$ cat src/rtl/dmem_guard.sv
// -----------------------------------------------------------------------------
// dmem_guard
//
// Access guard between the control/ALU stage and the data memory of the
// single-cycle MIPS datapath. Every active load/store is checked for address
// overflow against MEM_BYTES and, optionally, for natural alignment. Violating
// accesses never reach memory. The first fault is captured and the guard halts
// all memory traffic until err_clr_i. A saturating counter tracks how many
// faults have entered the halt state.
//
// State table:
//   state    | meaning
//   ST_RUN   | normal operation, clean accesses pass to memory
//   ST_FAULT | halted after a fault, all strobes blocked, capture held
//
// Ports:
//   clk_i                   clock, rising edge
//   rst_i                   synchronous active-high reset
//   addr_i                  byte address of the access
//   num_i                   access size: 11 word, 10 half, 01 byte, 00 invalid
//   mem_read_i/mem_write_i  load/store requests
//   err_clr_i               clears halt and fault capture (FAULT state only)
//   mem_read_o/mem_write_o  gated strobes to memory
//   error_addressOverflow_o overflow this cycle (combinational)
//   error_dataMisalign_o    misalignment this cycle (combinational)
//   halt_o                  registered, high in ST_FAULT
//   fault_addr_o/type_o/num_o  capture of the first fault ({ovf, mis} for type)
//   err_count_o             saturating fault counter, cleared by rst_i only
// -----------------------------------------------------------------------------
module dmem_guard #(
    parameter int ADDR_W      = 32,
    parameter int MEM_BYTES   = 1024,
    parameter bit CHECK_ALIGN = 1'b1,
    parameter int CNT_W       = 8
) (
    input  logic              clk_i,
    input  logic              rst_i,
    input  logic [ADDR_W-1:0] addr_i,
    input  logic [1:0]        num_i,
    input  logic              mem_read_i,
    input  logic              mem_write_i,
    input  logic              err_clr_i,
    output logic              mem_read_o,
    output logic              mem_write_o,
    output logic              error_addressOverflow_o,
    output logic              error_dataMisalign_o,
    output logic              halt_o,
    output logic [ADDR_W-1:0] fault_addr_o,
    output logic [1:0]        fault_type_o,
    output logic [1:0]        fault_num_o,
    output logic [CNT_W-1:0]  err_count_o
);

    typedef enum logic {
        ST_RUN   = 1'b0,
        ST_FAULT = 1'b1
    } state_e;

    // One extra bit so that addr + size - 1 cannot wrap below the limit.
    localparam logic [ADDR_W:0] MEM_LIM = (ADDR_W+1)'(MEM_BYTES);
    localparam logic [ADDR_W:0] ONE_EXT = (ADDR_W+1)'(1);

    state_e              state_q, state_d;
    logic [ADDR_W-1:0]   fault_addr_q, fault_addr_d;
    logic [1:0]          fault_type_q, fault_type_d;
    logic [1:0]          fault_num_q,  fault_num_d;
    logic [CNT_W-1:0]    err_count_q,  err_count_d;

    logic                access_active;
    logic                num_invalid;
    logic [2:0]          size_bytes;
    logic                misalign_raw;
    logic [ADDR_W:0]     addr_ext;
    logic [ADDR_W:0]     last_ext;
    logic                ovf;
    logic                mis;
    logic                violation;

    // ------------------------------------------------------------------
    // Combinational checks
    // ------------------------------------------------------------------
    always_comb begin
        size_bytes   = 3'd0;
        misalign_raw = 1'b0;
        case (num_i)
            2'b11: begin
                size_bytes   = 3'd4;
                misalign_raw = (addr_i[1:0] != 2'b00);
            end
            2'b10: begin
                size_bytes   = 3'd2;
                misalign_raw = addr_i[0];
            end
            2'b01: begin
                size_bytes   = 3'd1;
                misalign_raw = 1'b0;
            end
            default: begin
                size_bytes   = 3'd0;
                misalign_raw = 1'b0;
            end
        endcase
    end

    assign access_active = mem_read_i | mem_write_i;
    assign num_invalid   = (num_i == 2'b00);
    assign addr_ext      = {1'b0, addr_i};
    // For an invalid size the last byte is meaningless; the access faults anyway.
    assign last_ext      = addr_ext + (ADDR_W+1)'(size_bytes) - ONE_EXT;

    assign ovf = access_active &
                 (num_invalid | (addr_ext >= MEM_LIM) | (last_ext >= MEM_LIM));

    // With alignment checking disabled the misalign flag is held low even
    // for an invalid size; the overflow flag alone still makes it a fault.
    assign mis = (CHECK_ALIGN == 1'b1) ? (access_active & (num_invalid | misalign_raw))
                                       : 1'b0;

    assign violation = ovf | mis;

    assign error_addressOverflow_o = ovf;
    assign error_dataMisalign_o    = mis;

    // Strobes pass only for a clean access while running.
    assign mem_read_o  = mem_read_i  & ~violation & (state_q == ST_RUN);
    assign mem_write_o = mem_write_i & ~violation & (state_q == ST_RUN);

    // ------------------------------------------------------------------
    // Fault-halt FSM: next state, capture and counter
    // ------------------------------------------------------------------
    always_comb begin
        state_d      = state_q;
        fault_addr_d = fault_addr_q;
        fault_type_d = fault_type_q;
        fault_num_d  = fault_num_q;
        err_count_d  = err_count_q;

        case (state_q)
            ST_RUN: begin
                if (violation) begin
                    state_d      = ST_FAULT;
                    fault_addr_d = addr_i;
                    fault_type_d = {ovf, mis};
                    fault_num_d  = num_i;
                    if (err_count_q != {CNT_W{1'b1}}) begin
                        err_count_d = err_count_q + CNT_W'(1);
                    end
                end
            end
            ST_FAULT: begin
                // Clear wins over a simultaneous new violation.
                if (err_clr_i) begin
                    state_d      = ST_RUN;
                    fault_addr_d = '0;
                    fault_type_d = '0;
                    fault_num_d  = '0;
                end
            end
            default: begin
                state_d = ST_RUN;
            end
        endcase
    end

    always_ff @(posedge clk_i) begin
        if (rst_i) begin
            state_q      <= ST_RUN;
            fault_addr_q <= '0;
            fault_type_q <= '0;
            fault_num_q  <= '0;
            err_count_q  <= '0;
        end else begin
            state_q      <= state_d;
            fault_addr_q <= fault_addr_d;
            fault_type_q <= fault_type_d;
            fault_num_q  <= fault_num_d;
            err_count_q  <= err_count_d;
        end
    end

    assign halt_o       = (state_q == ST_FAULT);
    assign fault_addr_o = fault_addr_q;
    assign fault_type_o = fault_type_q;
    assign fault_num_o  = fault_num_q;
    assign err_count_o  = err_count_q;

endmodule

$ cat config.mk
export PLATFORM = sky130hd
export DESIGN_NAME = dmem_guard
export DESIGN_NICKNAME = d
export VERILOG_FILES = /design/src/rtl/dmem_guard.sv
export SDC_FILE = /design/constraint.sdc
export NUM_CORES = 1
export LEC_CHECK = 0
export BUFFER_PORTS_ARGS = -buffer_cell sky130_fd_sc_hd__buf_4
export CAP_MARGIN = 15
export CORE_ASPECT_RATIO = 1.5
export CORE_MARGIN = 3
export CORE_UTILIZATION = 45
export DETAILED_ROUTE_END_ITERATION = 8
export HOLD_SLACK_MARGIN = 0.05
export PLACE_DENSITY = 0.68
export SLEW_MARGIN = 30
export SYNTH_ARGS = -nofsm -noshare
export SYNTH_HDL_FRONTEND = slang
export SYNTH_SLANG_ARGS = --single-unit
$ cat constraint.sdc
create_clock -name clk_i -period 6.8 [get_ports clk_i]
set_input_delay 0.34 -clock clk_i [delete_from_list [all_inputs] [get_ports clk_i]]
set_output_delay 0.34 -clock clk_i [all_outputs]
set_load 0.05 [all_outputs]
# Word level (Yosys, flattened, before mapping)
# Cells that the tools add are included.
totals:
  ff_bits: 45
  output_inout_bits: 49
op_classes:
  n_addsub: 3
  order_cmp: 2
  n_eq_ne: 6
  mux: 13
  bitwise: 13
  reduce_logical: 4
ops:
  columns: ["cell", "n"]
  rows:
  - ["2-to-1 mux 32 bit", 2]
  - ["case mux 32 bit (2 select lines)", 1]
  - ["adder 32 x 3 -> 33 bit", 1]
  - [">= comparator 33 x 11 -> 1 bit (second input constant)", 1]
  - ["subtractor 33 x 1 -> 33 bit (second input constant)", 1]
  - [">= comparator 32 x 11 -> 1 bit (second input constant)", 1]
  - ["case mux 3 bit (3 select lines)", 1]
  - ["adder 8 x 1 -> 8 bit (second input constant)", 1]
  - ["!= test 8 bit (second input constant)", 1]
  - ["case mux 2 bit (2 select lines)", 2]
  - ["bitwise AND 1 bit", 6]
  - ["2-to-1 mux 2 bit", 3]
  - ["bitwise OR 1 bit", 5]
  - ["== test 2 bit (second input constant)", 2]
  - ["!= test 2 bit (second input constant)", 2]
  - ["case mux 1 bit (2 select lines)", 2]
  - ["AND reduction 3 bit", 1]
  - ["== test 2 x 1 -> 1 bit (second input constant)", 1]
  - ["zero test 2 bit", 1]
  - ["2-to-1 mux 1 bit", 2]
  - ["NOT 1 bit", 2]
  - ["AND reduction 2 bit", 1]
  - ["nonzero test 2 bit", 1]

# Logic depth before layout (Yosys ltp)
depth:
  depth_word: 11
  mapped_depth: 20

# Least setup slack after synthesis
# No wires, ideal clock.
synth_timing:
  kind: "input-to-output"
  startpoint: "in num_i[0]"
  endpoint: "out mem_read_o"
  arrival_time_ns: 5.107
  path_slack_ns: 1.353
  stages: 16
  cell_sequence: "nand2b_1 -> ha_1 -> inv_1 -> ha_1 -> inv_1 -> fa_1 -> nand2b_1 -> a211oi_1 -> nand4_1 -> a211oi_1 -> mux2i_1 -> or4b_1 -> nor4_2 -> or4b_1 -> or2_2 -> nor3b_1"
synth_via:
  elab_chain_len: 11
  word_cells_on_any_way: 18
  classes_between: "add/sub: 2; order compare: 1; eq/ne: 3; mux: 2; bitwise: 9; reduce/logical: 1"
synth_rtl:
  columns: ["element", "line_no", "text"]
  rows:
  - ["from (decl)", "39", "input logic [1:0] num_i,"]
  - ["== test 2 x 1 -> 1 bit / == test 2 bit (equally long branches)", "85", "case (num_i)"]
  - ["case mux 3 bit (3 select lines)", "85", null]
  - ["adder 32 x 3 -> 33 bit", "109", "assign last_ext = addr_ext + (ADDR_W+1)'(size_bytes) - ONE_EXT;"]
  - ["subtractor 33 x 1 -> 33 bit", "109", null]
  - [">= comparator 33 x 11 -> 1 bit", "112", "(num_invalid | (addr_ext >= MEM_LIM) | (last_ext >= MEM_LIM));"]
  - ["bitwise OR 1 bit", "112", null]
  - ["bitwise AND 1 bit", "111", "assign ovf = access_active &"]
  - ["bitwise OR 1 bit *", "119", "assign violation = ovf | mis;"]
  - ["NOT 1 bit *", "125", "assign mem_read_o = mem_read_i & ~violation & (state_q == ST_RUN);"]
  - ["bitwise AND 1 bit * (2 in a row)", "125", null]
  - ["to (decl)", "43", "output logic mem_read_o,"]
# Mark *: on every way between the ends. The rest lies on a longest branch, timed or not.

# Final worst setup path
# Ends and elaborated chain as after synthesis.

==> flow_metrics.env <==
export IMPL_wirelength_met1_um=5134
export IMPL_core_region_area_um2=8934
export IMPL_cts_resized=0
export IMPL_ys_flop_type="dfxtp_1"
export IMPL_area_growth_pct=20.47
export IMPL_syn_area_per_cell_um2=7.819
export IMPL_routed_wl_um=12680
export IMPL_initial_core_util_pct=46.65
export IMPL_crit_arrival_ps=5030
export IMPL_finalWorstSetupSlack_ps=1434
export IMPL_top_layer_used="met4"
export IMPL_preCtsSetupSlack_ps=1525
export IMPL_syn_inst=533
export IMPL_hold_class="in2reg"
export IMPL_tightest_slew_ps=769.2
export IMPL_cp_slowest_cell="or4b_1"
export IMPL_ioPinCount=88
export IMPL_clk_latency_ps=290
export IMPL_setup_violations=0
export IMPL_drv_slew=0
export IMPL_critPathKind="in2out"
export IMPL_holdPathEnd="fault_addr_o[1]"
export IMPL_p_leak_nw=2.267
export IMPL_peakVddDrop_mv=0.1752
export IMPL_crit_family="simple AND/OR/NAND/NOR gates"
export IMPL_clockBufferDepth=2
export IMPL_post_cts_buffers=0
export IMPL_clockRootBuffer="clkbuf_16"
export IMPL_rsz0062_at_grt="false"
export IMPL_min_period_over_period_pct=78.91
export IMPL_drt_iter0_drc=266
export IMPL_synth_edff_count=0
export IMPL_dr_wl_met3_um=555
export IMPL_cts_tree="yes"
export IMPL_met2_length_um=6591
export IMPL_cts_sinks=45
export IMPL_first_global_vias=4014
export IMPL_syn_cell_area_um2=4168
export IMPL_post_dp_hpwl_um=10410
export IMPL_die_area_um2=10480
export IMPL_min_path_cells=3
export IMPL_hp_start="addr_i[1]"
export IMPL_die_x_um=84.58
export IMPL_drive_gt1_share_pct=17.43
export IMPL_ys_seq_elements=45
export IMPL_r2r_end="err_count_o[5]"
export IMPL_holdBufCountCts=0
export IMPL_required_ps=6460
export IMPL_grt_usage_pct=23.54
export IMPL_numCtsBuffers=5
export IMPL_nets=706
export IMPL_clock_skew_ps=4.042
export IMPL_die_h_um=123.9
export IMPL_worst_r2r_path_depth=5
export IMPL_p_per_area_nw_per_um2=180.1
export IMPL_antenna_found_initial=0
export IMPL_path_buf_inv=4
export IMPL_place_gp_congestion=0.9480
export IMPL_yosys_warnings=0
export IMPL_routedWlPerCell_um=17.52
export IMPL_cp_end_kind="output port"
export IMPL_syn_nets=626
export IMPL_status="finished, final reports clean"
export IMPL_antenna_cells=0
export IMPL_worstReg2RegStart="halt_o"
export IMPL_postRouteAntennaNets=0
export IMPL_slew_headroom_pct=47.40
export IMPL_htree_levels=2
export IMPL_overflow=0
export IMPL_viasPerCell=5.993
export IMPL_min_period_ps=5366
export IMPL_max_cap_violations=0
export IMPL_first_pass_iters=5
export IMPL_fmax_mhz=186.4
export IMPL_fin_tns_setup_ps=0
export IMPL_worst_setup_path_start_kind="input pin"
export IMPL_route_detailed_drc=0
export IMPL_ys_seq_area_share_pct=21.62
export IMPL_io_buffers=87
export IMPL_crit_chain="buf_4 > nand2b_1 > ha_1 > inv_1 > ha_1 > inv_1 > fa_1 > nand2b_1 > a211oi_1 > nand4_1 > a211oi_1 > mux2i_1 > or4b_1 > nor4_2 > or4b_1 > or2_2 > nor3b_1 > buf_4"
export IMPL_fp_row_count=42
export IMPL_critical_path_max_stage_delay_ps=530
export IMPL_via_count=4339
export IMPL_synth_cell_types=68
export IMPL_finalHoldViolations=0
export IMPL_crit_fanout=7
export IMPL_grt_max_degree=47
export IMPL_ys_async_sr_fraction_pct=0
export IMPL_rrSetupSlack_ps=4830
export IMPL_clkTransAtPathRegs_ps=60
export IMPL_grt_pass1_wl_um=19910
-- cell families after synthesis --
logic type	count (synthesis)	share of synthesized area (%)
XOR/XNOR	6	1.261
AND/OR/NAND/NOR	163	22.16
multiplexers	6	1.441
AO/OA/AOI/OAI	175	28.34
flip-flops	45	21.62
buffers and inverters	84	8.796
adder cells (fa/ha/maj)	54	16.39
-- routing by layer --
layer | track usage, % | up-vias
met3 | 2.250 | 26
met1 | 27.13 | 2049
li1 | - | 2134
met2 | 43.82 | 130
met5 | 0 | -
met4 | 10.30 | 0
-- worst max path at each step --
stage,to,cells after the start,start
floorplan,mem_read_o,16,num_i[0]
global placement,mem_read_o,18,num_i[0]
detailed placement,mem_read_o,18,num_i[0]
CTS,mem_read_o,18,num_i[0]
global route,mem_read_o,18,num_i[0]
finish,mem_read_o,18,num_i[0]
-- stage by stage --
| step | power (W) | hold WS (ps) | cell area, um^2 | utilization [%] | std cells |
|---|---|---|---|---|---|
| 3_3_place_gp | 0.0006670 | 458.9 | 4881 | 54.64 | 716 |
| 4_1_cts | 0.0009058 | 355.5 | 5021 | 56.20 | 724 |
| 3_5_place_dp | 0.0006715 | 467.3 | 4881 | 54.64 | 716 |
| 2_1_floorplan | 0.0005638 | 492.9 | 4168 | - | 533 |
| 5_1_grt | 0.0009527 | 374.5 | 5021 | 56.20 | 724 |
| 6_report | 0.0009044 | 368.3 | 5021 | 56.20 | 724 |
-- sequential cells by signal, summed over array words and instances, names as in the netlist --
name and flops:
fault_addr_o 32, err_count_o 8, fault_num_o 2, fault_type_o 2, halt_o 1
-- cells in the mapped netlist, drive strengths merged (5+ instances only) --
cell     n  area share, %
xnor2    5            1.1
and3     7            1.1
a211oi   7            1.4
clkbuf   9           0.81
inv     66            5.9
or4      5           0.90
nor2    22            2.0
or3      9            1.4
nand2   17            1.5
a21o     6            1.1
dfxtp   45             22
ha      53             16
nor3     5           0.72
nand2b  17            2.7
a21oi   48            5.8
o21ai   26            3.2
mux2i    6            1.4
o31ai   44            8.0
nand3   48            5.8
buf      9            2.0
-- layout by cell type, fill, tap and decap left out, types with 3 or more instances in the layout --
master,synthesis,layout
buf_4,1,91
inv_1,66,66
ha_1,53,53
nand3_1,48,48
a21oi_1,48,47
dfxtp_1,45,45
o31ai_1,43,43
o21ai_0,23,23
nor2_1,22,22
nand2_1,17,17
nand2b_1,16,16
or3_1,9,9
and3_1,7,7
mux2i_1,6,6
a211oi_1,6,6
a21o_1,6,6
xnor2_1,5,5
or4_1,5,5
clkbuf_16,0,5
o21a_1,4,4
o31a_1,4,4
nor2b_1,4,4
o211ai_1,4,4
nor3_1,4,4
and2_1,4,4
a31oi_1,4,4
nand4_1,4,4
nor3b_1,4,4
a2111oi_0,3,3
-- worst min-delay path, stage by stage --
cell,delay (ps)
buf_4,130
inv_1,70
o31ai_1,70
-- layout make-up --
class,count,area [um^2]
clock buffers,7,132.6
clock inverters,1,7.507
fillers,892,3913
inverters,66,247.7
multi-input cells,404,2912
flip-flops and latches,45,900.9
well taps,110,137.6
repair buffers,91,683.2
-- power by group --
part	internal, W	total (W)	switching [W]	leakage [nW]
clock network	0.000136	0.000235	0.0000983	0.0641
registers	0.000282	0.000296	0.0000133	0.370
logic	0.000130	0.000374	0.000243	1.83
(Power assumes the default switching activity.)
